<file path="src/rtl/stopwatch_ctrl.sv">
// Stopwatch front-panel controller: debounces start/stop and lap buttons and sequences the counter.
// Optional STOPWATCH_AUTO_STOP_EN: a terminal-count pulse in RUN pauses the stopwatch.
module stopwatch_ctrl #(
  parameter int unsigned CW          = 7,
  parameter int unsigned DB_CYCLES   = 1000000,
  parameter int unsigned LONG_CYCLES = 200000000
) (
  input  logic          clk,
  input  logic          resetn,
  input  logic          btn_ss,
  input  logic          btn_lap,
  input  logic [CW-1:0] count_in,
  input  logic          cnt_tc,
  output logic          cnt_en,
  output logic          cnt_clr,
  output logic [CW-1:0] disp_value,
  output logic          lap_active,
  output logic [1:0]    state_o
);

  localparam int unsigned DB_W = (DB_CYCLES > 1) ? $clog2(DB_CYCLES) : 1;
  localparam int unsigned LG_W = $clog2(LONG_CYCLES);

  typedef enum logic [1:0] {
    S_IDLE  = 2'b00,
    S_RUN   = 2'b01,
    S_PAUSE = 2'b10
  } state_e;

  // Index 0 = start/stop, index 1 = lap
  logic [1:0]      sync1_q, sync2_q, stable_q, stable_d, rise_c, fall_c;
  logic [DB_W-1:0] db_cnt_q [2];
  logic [DB_W-1:0] db_cnt_d [2];
  logic [LG_W-1:0] hold_q, hold_d;
  logic            long_fired_q, long_fired_d;
  logic            long_c, short_c, lap_c;

  state_e          state_q, state_d;
  logic            cnt_en_q, cnt_en_d;
  logic            cnt_clr_q, cnt_clr_d;
  logic            lap_act_q, lap_act_d;
  logic [CW-1:0]   lap_q, lap_d;
  logic [CW-1:0]   disp_q, disp_d;

  // Debounce: a level is accepted after it differs from the stable level for DB_CYCLES cycles
  always_comb begin
    stable_d = stable_q;
    rise_c   = '0;
    fall_c   = '0;
    for (int i = 0; i < 2; i++) begin
      db_cnt_d[i] = '0;
      if (sync2_q[i] != stable_q[i]) begin
        if (db_cnt_q[i] == DB_W'(DB_CYCLES - 1)) begin
          stable_d[i] = sync2_q[i];
          rise_c[i]   = sync2_q[i];
          fall_c[i]   = ~sync2_q[i];
        end else begin
          db_cnt_d[i] = db_cnt_q[i] + DB_W'(1);
        end
      end
    end
  end

  // Press classification: long fires once at the hold threshold and suppresses the release short
  always_comb begin
    hold_d = '0;
    if (stable_q[0]) begin
      hold_d = (hold_q == LG_W'(LONG_CYCLES - 1)) ? hold_q : hold_q + LG_W'(1);
    end
    long_c       = stable_q[0] && (hold_q == LG_W'(LONG_CYCLES - 2));
    short_c      = fall_c[0] && !long_fired_q && !long_c;
    lap_c        = rise_c[1];
    long_fired_d = long_fired_q;
    if (rise_c[0]) long_fired_d = 1'b0;
    else if (long_c) long_fired_d = 1'b1;
  end

  always_ff @(posedge clk or negedge resetn) begin
    if (!resetn) begin
      sync1_q      <= '0;
      sync2_q      <= '0;
      stable_q     <= '0;
      db_cnt_q[0]  <= '0;
      db_cnt_q[1]  <= '0;
      hold_q       <= '0;
      long_fired_q <= 1'b0;
    end else begin
      sync1_q      <= {btn_lap, btn_ss};
      sync2_q      <= sync1_q;
      stable_q     <= stable_d;
      db_cnt_q[0]  <= db_cnt_d[0];
      db_cnt_q[1]  <= db_cnt_d[1];
      hold_q       <= hold_d;
      long_fired_q <= long_fired_d;
    end
  end

  // FSM next state, lap tracking and registered outputs
  always_comb begin
    state_d   = state_q;
    cnt_clr_d = 1'b0;
    lap_act_d = lap_act_q;
    lap_d     = lap_q;

    if (long_c) begin
      state_d   = S_IDLE;
      cnt_clr_d = 1'b1;
      lap_act_d = 1'b0;
      lap_d     = '0;
    end else begin
      if (short_c) begin
        case (state_q)
          S_IDLE:  state_d = S_RUN;
          S_RUN:   state_d = S_PAUSE;
          S_PAUSE: state_d = S_RUN;
          default: state_d = S_IDLE;
        endcase
      end
`ifdef STOPWATCH_AUTO_STOP_EN
      if (state_q == S_RUN && cnt_tc) state_d = S_PAUSE;
`endif
      if (lap_c) begin
        if (state_q == S_RUN) begin
          if (!lap_act_q) begin
            lap_d     = count_in;
            lap_act_d = 1'b1;
          end else begin
            lap_act_d = 1'b0;
          end
        end else if (state_q == S_PAUSE) begin
          lap_act_d = 1'b0;
        end
      end
    end

    cnt_en_d = (state_d == S_RUN);
    disp_d   = lap_act_d ? lap_d : count_in;
  end

  always_ff @(posedge clk or negedge resetn) begin
    if (!resetn) begin
      state_q   <= S_IDLE;
      cnt_en_q  <= 1'b0;
      cnt_clr_q <= 1'b0;
      lap_act_q <= 1'b0;
      lap_q     <= '0;
      disp_q    <= '0;
    end else begin
      state_q   <= state_d;
      cnt_en_q  <= cnt_en_d;
      cnt_clr_q <= cnt_clr_d;
      lap_act_q <= lap_act_d;
      lap_q     <= lap_d;
      disp_q    <= disp_d;
    end
  end

`ifdef STOPWATCH_AUTO_STOP_EN
  logic unused_c;
  assign unused_c = fall_c[1];
`else
  logic unused_c;
  assign unused_c = fall_c[1] ^ cnt_tc;
`endif

  assign cnt_en     = cnt_en_q;
  assign cnt_clr    = cnt_clr_q;
  assign disp_value = disp_q;
  assign lap_active = lap_act_q;
  assign state_o    = state_q;

endmodule

</file>
<file path="config.mk">
export PLATFORM = sky130hd
export DESIGN_NAME = stopwatch_ctrl
export DESIGN_NICKNAME = d
export VERILOG_FILES = /design/src/rtl/stopwatch_ctrl.sv
export SDC_FILE = /design/constraint.sdc
export NUM_CORES = 1
export LEC_CHECK = 0
export CORE_UTILIZATION = 45
export CTS_CLUSTER_DIAMETER = 100
export DETAILED_ROUTE_END_ITERATION = 12
export PLACE_DENSITY = 0.74
export SYNTH_ARGS = -nofsm -noshare
export SYNTH_HDL_FRONTEND = slang
export SYNTH_SLANG_ARGS = --single-unit
</file>
<file path="constraint.sdc">
create_clock -name clk -period 3.5 [get_ports clk]
set_input_delay 0.7 -clock clk [delete_from_list [all_inputs] [get_ports clk]]
set_output_delay 0.7 -clock clk [all_outputs]
set_load 0.1 [all_outputs]
</file>
# [Word-level counts from Yosys, hierarchy flattened]
# Cells that the tools add are included.
# W data, S select, Z words.
[op_classes] addsub=3 n_eq_ne=10 muxes=28 bitwise=1 n_reduce_logical=10
[op_table] op="$mux W20" n=4
[op_table] op="$eq A28 B28 Y1 const B" n=2
[op_table] op="$mux W28" n=2
[op_table] op="$add A20 B1 Y20 const B" n=2
[op_table] op="$eq A20 B20 Y1 const B" n=2
[op_table] op="$mux W7" n=5
[op_table] op="$add A28 B1 Y28 const B" n=1
[op_table] op="$mux W1" n=14
[op_table] op="$eq A2 B1 Y1 const B" n=2
[op_table] op="$mux W2" n=2
[op_table] op="$pmux W2 S2" n=1
[op_table] op="$reduce_and A2 Y1" n=2
[op_table] op="$logic_and A1 B1 Y1" n=3
[op_table] op="$eq A2 B2 Y1 const B" n=1
[op_table] op="$logic_not A1 Y1" n=2
[op_table] op="$logic_not A2 Y1" n=1
[op_table] op="$ne A1 B1 Y1" n=2
[op_table] op="$ne A2 B2 Y1 const B" n=1
[op_table] op="$reduce_bool A2 Y1" n=1
[op_table] op="$reduce_or A2 Y1" n=1
[op_table] op="$not A1 Y1" n=1
[word_totals] register_bits=94 inputBits=12 out_inout_bits=12 elab_cells=66

# [Depth between registers and ports, before layout]
[logic_depth] word_depth=8 depth_mapped=8 depth_no_buf=7

# [Worst setup path after synthesis]
# Ideal clock, no wire load.
[synth_path] path_kind="register -> register" start="register state_q[0], in the netlist state_o[0]" end="register disp_q[0], in the netlist disp_value[0]" setup_time_ps=125 arrival_ps=1994 required_ps=3375 setup_slack_ps=1381 path_stages_with_launch=6 path_buffers=0 period_less_slack_ps=2119 path_cell_list="dfrtp_1 -> xor2_1 -> nand4_1 -> o21ai_0 -> nor2_2 -> mux2_2"
[synth_via] elab_chain_cells=6 word_cells_on_any_way=10 classes_between="eq/ne: 2; mux: 8"
[synth_lines] item="from (decl)" line_no="38" source="state_e state_q, state_d;"
[synth_lines] item="from (signal assigned)" line_no="149" source="state_q <= state_d;"
[synth_lines] item="$eq A2 B2 Y1" line_no="130" source="end else if (state_q == S_PAUSE) begin"
[synth_lines] item="$mux W1" line_no="130"
[synth_lines] item="$mux W1" line_no="123" source="if (state_q == S_RUN) begin"
[synth_lines] item="$mux W1" line_no="122" source="if (lap_c) begin"
[synth_lines] item="$mux W1" line_no="105" source="if (long_c) begin"
[synth_lines] item="$mux W7 (*)" line_no="137" source="disp_d = lap_act_d ? lap_d : count_in;"
[synth_lines] item="net disp_d[0]" line_no="43" source="logic [CW-1:0] disp_q, disp_d;"
[synth_lines] item="to (signal assigned)" line_no="154" source="disp_q <= disp_d;"
[synth_lines] item="to (decl)" line_no="43"
# The timed path passes the listed nets; every way through them passes the cells marked *.
# A chain may end at the register's enable or synchronous reset.

# [Final worst setup path]
[layout_path] start="register lap_act_q, in the netlist lap_active" end="output lap_active"
[layout_rtl] item="from (decl)" line_no="41" source="logic lap_act_q, lap_act_d;"
[layout_rtl] item="from (signal assigned)" line_no="152" source="lap_act_q <= lap_act_d;"
[layout_rtl] item="to (decl)" line_no="17" source="output logic lap_active,"
# No word-level cell between the ends.

==> reports/results.ini <==
[floorplan]
std_cell_rows = 36
initial_core_util = 0.467
fp.dieH_um = 103
ioPinCount = 24
die_area_um2 = 10600
dieWidth_um = 103
coreArea_um2 = 9820

[synth]
synth-seq-cells = 94
synth_ff_type = dfrtp_1
synth_top_area_cell = dfrtp_1
synth_area_um2 = 4580
ys_top_cells_by_area = dfrtp_1 (51%), xnor2_1 (5.5%), xor2_1 (5.4%), nor2_1 (5.2%), nand4_1 (3.0%)
synth_top_area_frac = 0.513
synth_nets = 462
postSynthAreaPerCell_um2 = 10.3
synth.distinct_cells = 46
synth_cells = 446
synth-seq-area-share = 0.513
synth-edff-count = 0
synth_most_common_cell = dfrtp_1
synth-warning-count = 0
synthArstFlopShare = 1.00
synthTopCellsByCount = dfrtp_1 (94), nor2_1 (63), nand2_1 (29), xnor2_1 (29), xor2_1 (28)

[layout]
num_antenna_cells = 0
area_growth_pct = 11.9
drive_gt1_frac = 0.0803
final_nets = 484

[timing]
worst_slack_ns = 0.919
slew_headroom = 0.348
worstMarginPinSlew_ns = 0.975
fin_crit_sh = 0.737
setup_viol = 0
slew_violations = 0
finalHoldViolations = 0
final.setup.tns_ns = 0
rsz0062_at_grt = no
fin_skew_ns = 0.0110
period_needed_ns = 2.58
max_freq_mhz = 388

[route]
drt-total-wl_um = 8360
drtIter0Drc = 95
drc = 0
first_pass_iters = 4
viasPerCell = 5.27
wl_per_cell_um = 13.8
antenna_left = 0
route.vias.total = 3192

[cts]
root_buffer = clkbuf_8
cts_buffers = 9
cts_tree = yes
cts_resized = 0
clk_pin_slew_ns = 0.09
cts_buffer_depth = 2
cts_max_level = 3
cts_setup_buffers = 0
clock-sinks = 94
clock_latency_ns = 0.38
postCtsHoldBufs = 0

[power]
vdd_ir_drop_max_mv = 0.271
p_per_area_nw_per_um2 = 379
p_leak_nw = 2.27

[placed_design]
gp_congestion = 0.817
port_buffers = 22
post-place-ws_ns = 1.25
hpwl_um = 5650

[worst_setup_path]
critPathBufInv = 1
path_delay_family = buffers and inverters
slowest_stage = clkdlybuf4s50_1
crit_path_cell_trace = clkdlybuf4s50_1
worstReg2RegEnd = cnt_en$_DFF_PN0_
cp.required_ns = 2.80
r2r_start = hold_q[18]$_DFFE_PN0P_
path_class = reg2out
end_kind = output pin
start_kind = flop
cpPeakStageDelay_ns = 1.14
r2r_slack_ns = 1.26
critPathArrivalTime_ns = 1.88
r2r_cells = 5
path_max_fanout = 3

[global_routing]
grt_use_total = 0.181
grt_pass1_vias = 3136
grt_max_degree = 58
grt_pass1_wl_um = 14700
grt_overflow_total = 0
antenna_found_initial = 0

[status]
status = finished, final reports clean

[min_path]
worst_hold_path_type = in2async

[flow_run]
maxCapViolCount = 0

-- cells in the final DEF (no fill, tap or decap), types with 2 or more instances in the layout --
master | Yosys | layout
nand2b_1 | 4 | 4
clkbuf_8 | 0 | 10
a21oi_1 | 2 | 2
a21boi_0 | 5 | 5
mux2_2 | 10 | 10
or3_1 | 4 | 4
o31ai_1 | 2 | 2
nor3_1 | 10 | 10
nor3b_1 | 4 | 4
or4_1 | 4 | 4
o21ai_0 | 4 | 4
dfrtp_1 | 94 | 94
clkdlybuf4s50_1 | 0 | 19
xnor2_1 | 29 | 29
nand2_1 | 29 | 29
mux2i_1 | 10 | 10
inv_1 | 8 | 8
buf_4 | 0 | 6
nor2_1 | 63 | 63
nand3_1 | 23 | 23
clkinvlp_4 | 0 | 2
and3_1 | 20 | 20
nor4_1 | 6 | 6
nor2b_1 | 6 | 6
nand4_1 | 22 | 22
xor2_1 | 28 | 28
and2_1 | 18 | 18
and4_1 | 4 | 4
nor4b_1 | 3 | 3
ha_1 | 4 | 4
-- worst max path at each step --
stage / start / end / slack, ns / cells after the start
after floorplan: state_o[0]$_DFF_PN0_ / disp_value[0]$_DFF_PN0_ / 1.38 / 5
after global placement: hold_q[18]$_DFFE_PN0P_ / lap_q[0]$_DFF_PN0_ / 1.28 / 5
after detailed placement: hold_q[18]$_DFFE_PN0P_ / cnt_en$_DFF_PN0_ / 1.25 / 5
after CTS: lap_active$_DFF_PN0_ / lap_active / 0.89 / 1
after global routing: lap_active$_DFF_PN0_ / lap_active / 0.85 / 1
final: lap_active$_DFF_PN0_ / lap_active / 0.92 / 1
-- layer usage --
metal	vias up	wire length (µm)	track usage
met5	-	0	0
met2	23	4050	0.290
met1	1570	3980	0.240
li1	1590	-	-
met4	0	140	0.0650
met3	9	188	0.0427
-- cells by family (layout without fill, tap and decap cells) --
group	count (synthesis)	after routing	synth area share
simple gates	232	232	0.277
flops	94	94	0.513
xor+xnor	57	57	0.109
buf+inv	22	49	0.0186
mux	20	20	0.0464
compound gates	17	17	0.0251
fa+ha+maj	4	4	0.0109
-- metrics by stage --
stage	instance area (µm²)	total power, mW	util	instances	hold slack (ns)
final	5130	1.94	0.522	606	0.360
after global placement	4930	1.24	0.502	590	0.335
after CTS	5130	1.97	0.522	606	0.364
after floorplan	4580	1.19	-	446	0.331
after global routing	5130	2.02	0.522	606	0.376
after detailed placement	4930	1.24	0.502	590	0.343
-- sequential cells by signal, summed over array words and instances, names as in the netlist --
register      flops
db_cnt_q         40
lap_active        1
cnt_clr           1
sync1_q           2
sync2_q           2
stable_q          2
cnt_en            1
disp_value        7
long_fired_q      1
lap_q             7
state_o           2
hold_q           28
-- power by group --
part / switching, mW / total, mW / internal, mW
Clock: 0.379 / 0.728 / 0.350
Combinational: 0.0716 / 0.102 / 0.0301
Sequential: 0.0110 / 1.11 / 1.10
-- final cells by class --
| cell class | instances | area (µm²) |
|---|---|---|
| Clock buffer | 11 | 141 |
| Fill cell | 928 | 4690 |
| Inverter | 8 | 30.0 |
| Sequential cell | 94 | 2350 |
| Tap cell | 133 | 166 |
| Clock inverter | 5 | 58.8 |
| Timing Repair Buffer | 25 | 235 |
| Multi-Input combinational cell | 330 | 2140 |
(Power assumes the default switching activity.)
